## config.mk

```make
export PLATFORM = sky130hd
export DESIGN_NAME = gamma_sequencer_flat
export DESIGN_NICKNAME = d
export VERILOG_FILES = /design/src/rtl/tnn_pkg.sv /design/src/rtl/gamma_sequencer_if.sv /design/src/rtl/gamma_lane_pulse.sv /design/src/rtl/gamma_sequencer.sv /design/src/flat_wrapper.sv
export SDC_FILE = /design/constraint.sdc
export NUM_CORES = 1
export LEC_CHECK = 0
export CAP_MARGIN = 10
export CORE_ASPECT_RATIO = 1.5
export CORE_MARGIN = 1.5
export CORE_UTILIZATION = 55
export DETAILED_ROUTE_END_ITERATION = 8
export GPL_TIMING_DRIVEN = 0
export PLACE_DENSITY = 0.87
export SLEW_MARGIN = 25
export SYNTH_ARGS = -nofsm -noshare
export SYNTH_HDL_FRONTEND = slang
export SYNTH_SLANG_ARGS = --single-unit
```

## constraint.sdc

```tcl
create_clock -name aclk -period 5.3 [get_ports aclk]
set_clock_uncertainty 0.15 [all_clocks]
set_input_delay 0.795 -clock aclk [delete_from_list [all_inputs] [get_ports aclk]]
set_output_delay 0.795 -clock aclk [all_outputs]
set_load 0.005 [all_outputs]
```

## src/rtl/tnn_pkg.sv

```systemverilog
// Shared types for the gamma-cycle sequencer and its lane pulse decoders.
package tnn_pkg;

    // Storage width for a lane delay. Sized for the largest supported gamma
    // cycle (2**16); narrower configs zero-extend into it.
    localparam int unsigned DELAY_W = 16;

    typedef enum logic [1:0] {
        StIdle,
        StRun,
        StStopping
    } seq_state_t;

    typedef logic [DELAY_W-1:0] delay_t;

    typedef struct packed {
        logic   en;
        delay_t delay;
    } lane_cfg_t;

endpackage

```

## src/rtl/gamma_sequencer_if.sv

```systemverilog
// Host configuration write channel: valid/ready handshake carrying one lane's delay setting.
interface gamma_sequencer_if #(
    parameter int unsigned N_LANES           = 8,
    parameter int unsigned GAMMA_CYCLE_WIDTH = 128
);
    // One extra lane bit so out-of-range indices are representable and can be flagged.
    localparam int unsigned LANE_W  = $clog2(N_LANES) + 1;
    localparam int unsigned PHASE_W = $clog2(GAMMA_CYCLE_WIDTH);

    logic               cfg_valid;
    logic               cfg_ready;
    logic [LANE_W-1:0]  cfg_lane;
    logic [PHASE_W-1:0] cfg_delay;
    logic               cfg_en;

    modport master (
        output cfg_valid,
        output cfg_lane,
        output cfg_delay,
        output cfg_en,
        input  cfg_ready
    );

    modport slave (
        input  cfg_valid,
        input  cfg_lane,
        input  cfg_delay,
        input  cfg_en,
        output cfg_ready
    );
endinterface

```

## src/rtl/gamma_lane_pulse.sv

```systemverilog
// Per-lane spike window decoder: high while phase lies in [delay, delay+PULSE_WIDTH-1].
module gamma_lane_pulse
    import tnn_pkg::*;
#(
    parameter int unsigned PULSE_WIDTH = 8,
    parameter int unsigned PHASE_W     = 7
) (
    input  logic               running,
    input  lane_cfg_t          cfg,
    input  logic [PHASE_W-1:0] phase,
    output logic               spike
);

    // One bit wider than the delay so delay+PULSE_WIDTH-1 never wraps; the
    // window is naturally cut off at the last phase of the cycle.
    localparam int unsigned CMP_W = DELAY_W + 1;

    logic [CMP_W-1:0] lo;
    logic [CMP_W-1:0] hi;
    logic [CMP_W-1:0] ph;

    // Window compare against the registered phase.
    always_comb begin
        lo    = {1'b0, cfg.delay};
        hi    = lo + CMP_W'(PULSE_WIDTH - 1);
        ph    = CMP_W'(phase);
        spike = running && cfg.en && (ph >= lo) && (ph <= hi);
    end

endmodule

```

## src/rtl/gamma_sequencer.sv

```systemverilog
// Gamma-cycle sequencer: phase counter, grst generation, double-buffered
// per-lane delay config and per-lane spike scheduling for the mem lanes.
module gamma_sequencer
    import tnn_pkg::*;
#(
    parameter int unsigned GAMMA_CYCLE_WIDTH = 128,
    parameter int unsigned PULSE_WIDTH       = 8,
    parameter int unsigned N_LANES           = 8,
    parameter int unsigned GCNT_WIDTH        = 16
) (
    input  logic                                 aclk,
    input  logic                                 rst,
    input  logic                                 start,
    input  logic                                 stop,
    gamma_sequencer_if.slave                     cfg,
    output logic                                 grst,
    output logic [$clog2(GAMMA_CYCLE_WIDTH)-1:0] phase,
    output logic                                 running,
    output logic [N_LANES-1:0]                   lane_spike,
    output logic [GCNT_WIDTH-1:0]                gamma_count,
    output logic                                 cfg_err
);

    localparam int unsigned PHASE_W = $clog2(GAMMA_CYCLE_WIDTH);
    localparam int unsigned LANE_W  = $clog2(N_LANES) + 1;
    localparam logic [PHASE_W-1:0] LAST_PHASE = PHASE_W'(GAMMA_CYCLE_WIDTH - 1);

    seq_state_t            state_q;
    seq_state_t            state_d;
    logic [PHASE_W-1:0]    phase_q;
    logic [GCNT_WIDTH-1:0] gamma_count_q;
    logic                  cfg_err_q;
    lane_cfg_t             shadow_q [N_LANES];
    lane_cfg_t             active_q [N_LANES];

    logic run_w;
    logic wrap;
    logic commit;
    logic ready_w;
    logic cfg_fire;
    logic lane_oob;

    // State register.
    always_ff @(posedge aclk or posedge rst) begin
        if (rst) begin
            state_q <= StIdle;
        end else begin
            state_q <= state_d;
        end
    end

    // Next-state: stop beats start; a RUN cycle ends at the wrap unless start is still held.
    always_comb begin
        state_d = state_q;
        unique case (state_q)
            StIdle: begin
                if (start && !stop) begin
                    state_d = StRun;
                end
            end
            StRun: begin
                if (wrap) begin
                    if (stop || !start) begin
                        state_d = StIdle;
                    end
                end else if (stop) begin
                    state_d = StStopping;
                end
            end
            StStopping: begin
                if (wrap) begin
                    state_d = StIdle;
                end
            end
            default: state_d = StIdle;
        endcase
    end

    // Outputs and control strobes decoded from state and phase.
    always_comb begin
        run_w   = (state_q != StIdle);
        wrap    = run_w && (phase_q == LAST_PHASE);
        // Active config is reloaded on RUN entry and at every cycle wrap.
        commit  = wrap || ((state_q == StIdle) && start && !stop);
        grst    = !run_w || (phase_q == '0);
        // Hold off writes on the commit edge so a write never races the reload.
        ready_w = !wrap;
    end

    // Phase counter: parked at 0 in IDLE, free-running and wrapping while running.
    always_ff @(posedge aclk or posedge rst) begin
        if (rst) begin
            phase_q <= '0;
        end else if (!run_w || wrap) begin
            phase_q <= '0;
        end else begin
            phase_q <= phase_q + 1'b1;
        end
    end

    // Completed gamma cycles; a cycle cut short by reset is never counted.
    always_ff @(posedge aclk or posedge rst) begin
        if (rst) begin
            gamma_count_q <= '0;
        end else if (wrap) begin
            gamma_count_q <= gamma_count_q + 1'b1;
        end
    end

    always_comb begin
        cfg_fire = cfg.cfg_valid && ready_w;
        lane_oob = (32'(cfg.cfg_lane) >= N_LANES);
    end

    // Shadow config writes; out-of-range lanes are consumed and flagged sticky.
    always_ff @(posedge aclk or posedge rst) begin
        if (rst) begin
            for (int i = 0; i < N_LANES; i++) begin
                shadow_q[i] <= '0;
            end
            cfg_err_q <= 1'b0;
        end else if (cfg_fire) begin
            if (lane_oob) begin
                cfg_err_q <= 1'b1;
            end else begin
                for (int i = 0; i < N_LANES; i++) begin
                    if (cfg.cfg_lane == LANE_W'(i)) begin
                        shadow_q[i] <= '{en: cfg.cfg_en, delay: delay_t'(cfg.cfg_delay)};
                    end
                end
            end
        end
    end

    // Active config: copied from shadow so it stays constant within a gamma cycle.
    always_ff @(posedge aclk or posedge rst) begin
        if (rst) begin
            for (int i = 0; i < N_LANES; i++) begin
                active_q[i] <= '0;
            end
        end else if (commit) begin
            for (int i = 0; i < N_LANES; i++) begin
                active_q[i] <= shadow_q[i];
            end
        end
    end

    for (genvar g = 0; g < N_LANES; g++) begin : g_lane
        gamma_lane_pulse #(
            .PULSE_WIDTH (PULSE_WIDTH),
            .PHASE_W     (PHASE_W)
        ) u_pulse (
            .running (run_w),
            .cfg     (active_q[g]),
            .phase   (phase_q),
            .spike   (lane_spike[g])
        );
    end

    assign cfg.cfg_ready = ready_w;
    assign phase         = phase_q;
    assign running       = run_w;
    assign gamma_count   = gamma_count_q;
    assign cfg_err       = cfg_err_q;

endmodule

```

## src/flat_wrapper.sv

```systemverilog
// flat-port wrapper written by rule: the top's interface ports become plain ports
module gamma_sequencer_flat import tnn_pkg::*;
#(
    parameter int unsigned GAMMA_CYCLE_WIDTH = 128,
    parameter int unsigned PULSE_WIDTH       = 8,
    parameter int unsigned N_LANES           = 8,
    parameter int unsigned GCNT_WIDTH        = 16
)
  (aclk, rst, start, stop, grst, phase, running, lane_spike, gamma_count, cfg_err, cfg_cfg_valid, cfg_cfg_lane, cfg_cfg_delay, cfg_cfg_en, cfg_cfg_ready);
  gamma_sequencer_if #(.N_LANES(N_LANES), .GAMMA_CYCLE_WIDTH(GAMMA_CYCLE_WIDTH)) cfg_i ();
  input  logic aclk;
  input  logic rst;
  input  logic start;
  input  logic stop;
  output logic grst;
  output logic [$clog2(GAMMA_CYCLE_WIDTH)-1:0] phase;
  output logic running;
  output logic [N_LANES-1:0] lane_spike;
  output logic [GCNT_WIDTH-1:0] gamma_count;
  output logic cfg_err;
  input wire logic [$bits(cfg_i.cfg_valid)-1:0] cfg_cfg_valid;
  input wire logic [$bits(cfg_i.cfg_lane)-1:0] cfg_cfg_lane;
  input wire logic [$bits(cfg_i.cfg_delay)-1:0] cfg_cfg_delay;
  input wire logic [$bits(cfg_i.cfg_en)-1:0] cfg_cfg_en;
  output wire logic [$bits(cfg_i.cfg_ready)-1:0] cfg_cfg_ready;
  assign cfg_i.cfg_valid = cfg_cfg_valid;
  assign cfg_i.cfg_lane = cfg_cfg_lane;
  assign cfg_i.cfg_delay = cfg_cfg_delay;
  assign cfg_i.cfg_en = cfg_cfg_en;
  assign cfg_cfg_ready = cfg_i.cfg_ready;
  gamma_sequencer #(.GAMMA_CYCLE_WIDTH(GAMMA_CYCLE_WIDTH), .PULSE_WIDTH(PULSE_WIDTH), .N_LANES(N_LANES), .GCNT_WIDTH(GCNT_WIDTH)) u_core (.aclk(aclk), .rst(rst), .start(start), .stop(stop), .cfg(cfg_i), .grst(grst), .phase(phase), .running(running), .lane_spike(lane_spike), .gamma_count(gamma_count), .cfg_err(cfg_err));
endmodule
```

==> qor.yml, run 1 <==
outcome:
  status: "completed"
critical_path:
  worstSetupStartpointType: "flop"
  path_class: "flop to output port"
  slowest_stage: "inv_1"
  rr_endpoint: "u_core.active_q[33]"
  cp.buffers_inverters: 2
  cp.depth: 5
  crit_family: "buffers and inverters"
  slowest_delay_ns: 0.74
  cp_data_required_time_ns: 4.36
  crit_path_end: "grst"
  cp_max_fo: 17
  end_kind: "output port"
  worstRegToRegCells: 7
  cp.arrival_ns: 3.37
  cp_cell_sequence: "inv_1 -> ha_1 -> or4b_2 -> o31ai_1 -> clkdlybuf4s50_1"
  startpoint: "u_core.phase[0]"
  r2r_slack_ns: 2.04
  r2r-start: "u_core.phase[4]"
die:
  rows: 58
  ios: 52
  die-height_um: 162.6
  start_util_pct: 55.94
  core-area_um2: 16690
  die_x_um: 109.4
  die-area_um2: 17780
finish:
  n_antenna_cell: 0
  areaGrowthSynthToFinish_pct: 14.79
  final_common_cell: "dfrtp_1"
  design_area_um2: 10720
  drive_above_1_share_pct: 21.01
  final_cells: 1124
  final_cell_mix: "149 x dfrtp_1, 128 x mux2_2, 123 x ha_1"
  nets: 1041
route:
  drtAntennaViolNets: 0
  vias: 6844
  firstDrtPassIters: 5
  drc_errors: 0
  dr.first_iter.drc_count: 442
  wl_mm: 22.10
  wl_per_cell_um: 19.66
  via_per_inst: 6.089
power_and_ir_drop:
  p_per_area_nw_per_um2: 500.2
  design_power_total_uw: 5361
  ir_drop_mv: 0.3180
  power.leakage_uw: 0.005012
global_route:
  grt_start_max_net_pins: 84
  grt_first_pass_wirelength_mm: 35.36
  grt_antenna_before_repair: 0
  grt_pass1_vias: 7188
  grt-ovfl-total: 0
  grt_use_total_pct: 26.10
worst_hold_path:
  min_path_cells: 1
  holdCritPathClass: "flop to flop"
clocking:
  numCtsBuffers: 17
  cts_resized: 0
  cts.htree.levels: 4
  post_cts_buffers: 0
  cts_hold_buffers: 0
  clk_latency_ns: 0.42
  cts_buffer_depth: 2
  clk_transition_reported_paths_ns: 0.06
  cts-root-buf: "clkbuf_16"
  cts_num_sinks: 154
  cts_tree: "done"
sta:
  min_period_over_period_pct: 81.51
  holdWs_ns: 0.3364
  slew_headroom_pct: 28.96
  rsz0062_at_grt: "no"
  hold_viol_final: 0
  setup_viol: 0
  slew_viol_final: 0
  fmax_ghz: 0.2315
  setup_ws_ns: 0.9801
  tightest_slew_ns: 1.066
  period_needed_ns: 4.320
synth:
  yosys_register_bits: 154
  mappedNetlistArea_um2: 9338
  synthCells: 831
  synth_nets: 971
  yosys_warnings: 0
  ys_seq_area_share_pct: 41.27
  avgSynthCellArea_um2: 11.24
  ys_types: 41
placement:
  gp_congestion: 0.8721
  postPlaceCellArea_um2: 10140
  dp.final_hpwl_mm: 14.79
  placed_cells: 1092
  dp_slack_ns: 1.466
  io_buffers: 50
job:
  drv_cap: 0
-- worst register-to-register path: cells and delay by family (launching register included) --
kind                   cells  cell delay (ns)
muxes                      1             0.39
buffers and inverters      3             0.62
and+or+nand+nor            3             0.94
DFF                        1             1.05
-- stage by stage --
stage | setup TNS, ns | utilization [%]
3_5_place_dp | 0 | 60.73
5_1_grt | 0 | 64.22
6_report | 0 | 64.22
2_1_floorplan | 0 | -
3_3_place_gp | -244.88 | 60.52
4_1_cts | 0 | 64.18
-- flip-flops by register name (all words and copies together) (netlist names) --
name                cells
u_core.cfg_err          1
u_core.active_q        64
u_core.shadow_q        64
u_core.gamma_count     16
u_core.state_q          2
u_core.phase            7
-- layout make-up --
cell class | instances | area [um^2]
Sequential cell | 154 | 3860
Fill cell | 1226 | 5972
Multi-Input combinational cell | 594 | 5116
Tap cell | 210 | 262.8
Clock inverter | 14 | 147.6
Buffer | 20 | 131.4
Timing Repair Buffer | 51 | 528.0
Inverter | 63 | 244.0
Clock buffer | 18 | 429.2
-- synthesized netlist by cell type --
library cell,instances,area share [%]
a211oi_1,1,0.080
a21oi_1,62,3.3
a31o_2,1,0.094
and2_1,1,0.067
and3_1,7,0.47
and3b_1,1,0.094
and4_1,4,0.38
buf_2,6,0.32
buf_4,9,0.72
buf_6,2,0.24
clkbuf_1,3,0.12
dfrtp_1,154,41
ha_1,123,16
inv_1,62,2.5
inv_2,1,0.040
mux2_2,128,15
mux2i_1,1,0.11
nand2_1,54,2.2
nand2b_1,3,0.20
nand3_1,31,1.7
nand3b_1,8,0.64
nand4_1,25,1.7
nand4b_2,4,0.64
nor2_1,10,0.40
nor2_2,1,0.067
nor3_1,11,0.59
nor3b_1,1,0.080
nor4_1,3,0.20
nor4_2,1,0.13
o2111a_1,8,0.96
o211ai_1,2,0.16
o21a_1,1,0.080
o21ai_0,24,1.3
o22a_1,1,0.094
o311ai_0,4,0.38
o31ai_1,1,0.080
o32a_1,7,0.75
or3_1,4,0.27
or4b_2,1,0.11
xnor2_1,49,4.6
xor2_1,11,1.0
-- worst min-delay path by stage --
| stage | startpoint | endpoint | slack (ns) |
|---|---|---|---|
| after global placement | u_core.cfg_err | u_core.cfg_err | 0.30 |
| after global routing | u_core.gamma_count[15] | u_core.gamma_count[15] | 0.34 |
| after detailed placement | u_core.gamma_count[15] | u_core.gamma_count[15] | 0.32 |
| after floorplan | u_core.gamma_count[15] | u_core.gamma_count[15] | 0.31 |
| after CTS | u_core.gamma_count[15] | u_core.gamma_count[15] | 0.34 |
| final | u_core.gamma_count[15] | u_core.gamma_count[15] | 0.34 |
-- power by group --
part	internal [uW]	switching [uW]	leakage (uW)
logic	1110	1180	0.00281
clock network	695	485	0.000280
registers	1540	362	0.00192
total	3340	2020	0.00501
-- logic make-up after synthesis --
| kind of cell | Yosys count | share of synthesized area (%) |
|---|---|---|
| AO/OA/AOI/OAI | 112 | 7.289 |
| buffers and inverters | 83 | 3.939 |
| multiplexers | 129 | 15.54 |
| flip-flops | 154 | 41.27 |
| adder cells (fa/ha/maj) | 123 | 16.48 |
| XOR/XNOR | 60 | 5.628 |
| AND/OR/NAND/NOR | 170 | 9.849 |
-- layer usage --
metal / vias to the layer above / wire [um] / track usage, %
met1: 3417 / 8504 / 29.52
met5: - / 0 / 0
met2: 212 / 11680 / 46.58
met3: 70 / 1004 / 4.202
li1: 3145 / - / -
met4: 0 / 908 / 13.05
Power figures use the tool's default switching activity.
==> run 2: changes to the inputs <==
CORE_UTILIZATION = 61   (was 55)
PLACE_DENSITY = 0.91   (was 0.87)
clock period = 4 ns   (was 5.3 ns; I/O delays follow)
==> qor.yml, run 2 (synthesized netlist as in run 1, its figures left out) <==
outcome:
  status: "finished, violations left"
  violations: "negative setup slack"
power_and_ir_drop:
  power.leakage_uw: 0.005048
  p_per_area_nw_per_um2: 675.5
  ir_drop_mv: 0.4431
clocking:
  cts_buffer_depth: 2
  cts_num_sinks: 154
  cts.htree.levels: 4
  cts_hold_buffers: 0
  clk_transition_reported_paths_ns: 0.06
  cts-root-buf: "clkbuf_16"
  clk_latency_ns: 0.44
  numCtsBuffers: 17
  cts_tree: "done"
sta:
  min_period_over_period_pct: 100.6
  fmax_ghz: 0.2486
  slew_viol_final: 0
  setup_tns_ns: -0.02204
  period_needed_ns: 4.022
  hold_viol_final: 0
  rsz0062_at_grt: "yes"
  tightest_slew_ns: 1.068
  slew_headroom_pct: 28.80
  setup_viol: 1
  setup_ws_ns: -0.02204
global_route:
  grt_pass1_vias: 7340
  grt_first_pass_wirelength_mm: 37.38
  grt-ovfl-total: 0
  grt_use_total_pct: 30.11
  grt_antenna_before_repair: 0
  grt_start_max_net_pins: 34
route:
  firstDrtPassIters: 4
  dr.first_iter.drc_count: 486
  via_per_inst: 6.292
  drc_errors: 0
  vias: 7035
  drtAntennaViolNets: 0
  wl_per_cell_um: 21.01
  wl_mm: 23.49
placement:
  dp.final_hpwl_mm: 15.02
  gp_congestion: 0.8637
  postPlaceCellArea_um2: 10170
  io_buffers: 50
critical_path:
  cp_data_required_time_ns: 3.25
  path_class: "flop to output port"
  cp.buffers_inverters: 3
  end_kind: "output port"
  worstSetupStartpointType: "flop"
  cp_max_fo: 5
  cp_cell_sequence: "inv_2 -> ha_4 -> nand2_2 -> nand4_1 -> xnor2_2 -> ha_1 -> nand4_1 -> o32a_1 -> o21ai_2 -> o2111a_1 -> buf_4 -> clkdlybuf4s50_1"
  cp.arrival_ns: 3.27
  cpMostUsedCell: "nand4_1"
  crit_family: "buffers and inverters"
  slowest_stage: "clkdlybuf4s50_1"
  slowest_delay_ns: 0.48
die:
  die-height_um: 154.5
  die-area_um2: 16070
  rows: 55
  start_util_pct: 62.24
  core-area_um2: 15000
  ios: 52
  die_x_um: 104.0
finish:
  final_common_cell: "dfrtp_1"
  final_cell_mix: "150 x dfrtp_1, 128 x mux2_2, 121 x ha_1"
  design_area_um2: 10840
  nets: 1047
  areaGrowthSynthToFinish_pct: 16.05
  drive_above_1_share_pct: 22.52
  n_antenna_cell: 0
  fin_util_pct: 72.24
job:
  drv_cap: 0
worst_hold_path:
  holdCritPathClass: "flop to flop"
==> run 2: changes by cell type in the layout (fill, tap and decap cells not counted), moves of 3 or more <==
cell        change
clkinvlp_4      +4
clkinv_4        -4
clkinv_2        -3
buf_12          +4
inv_1           -5
o21ai_0         -4
inv_2           +4
buf_4           +3
==> run 2: where the power goes <==
part | internal (uW) | total, uW | switching, uW | leakage, uW
Combinational | 1520 | 3140 | 1630 | 0.00285
Sequential | 2040 | 2530 | 495 | 0.00192
Clock | 996 | 1650 | 649 | 0.000276
==> run 2: layer usage <==
metal  GRT usage (%)  wire (um)  vias up
met5               0          0        -
met4           20.90       1398        0
met3           6.321       1341      101
met2           52.38      11960      282
met1           32.74       8792     3501
li1                -          -     3151
==> run 2: worst register-to-register path: stages (launching register included) <==
cell     delay [ns]
dfrtp_1        1.04
and4_1         0.39
and4_1         0.21
buf_4          0.18
inv_2          0.06
nand2_1        0.36
buf_2          0.43
mux2_2         0.39
==> run 2: layout make-up <==
cell class	count	area (um^2)
plain buffers	20	131.4
clock buffers	21	450.4
clock inverters	10	142.6
fillers	945	4165
inverters	63	244.0
multi-input cells	594	5157
flip-flops and latches	154	3859
well taps	199	249.0
repair buffers	57	603.1
==> run 2: worst paths after layout <==
| path | start | end | slack [ns] | cells after the start |
|---|---|---|---|---|
| max | u_core.active_q[51] | lane_spike[4] | -0.02 | 12 |
| min | u_core.cfg_err | u_core.cfg_err | 0.32 | 1 |
| min reg2reg | u_core.cfg_err | u_core.cfg_err | 0.32 | 1 |
| min in group asynchronous | rst | u_core.phase[5] | 0.46 | 2 |
| max reg2reg | u_core.phase[3] | u_core.active_q[125] | 0.68 | 7 |
| max in group asynchronous | rst | u_core.active_q[87] | 2.43 | 4 |
==> run 2: timing repair <==
action,in CTS,in global routing
pin swaps,0,12
endpoints found under the setup margin,3,6
setup buffers,0,3
gates resized for setup,3,20
endpoints found under the hold margin,0,0
==> run 2: through the flow <==
step	hold WS, ns	setup WS (ns)	total power, uW	instances
floorplan	0.3147	1.267	4665	831
global placement	0.3002	0.1062	5233	1080
detailed placement	0.3105	0.4381	5473	1084
CTS	0.3228	-0.01223	7191	1115
global route	0.3459	-0.03550	7774	1118
finish	0.3245	-0.02204	7320	1118
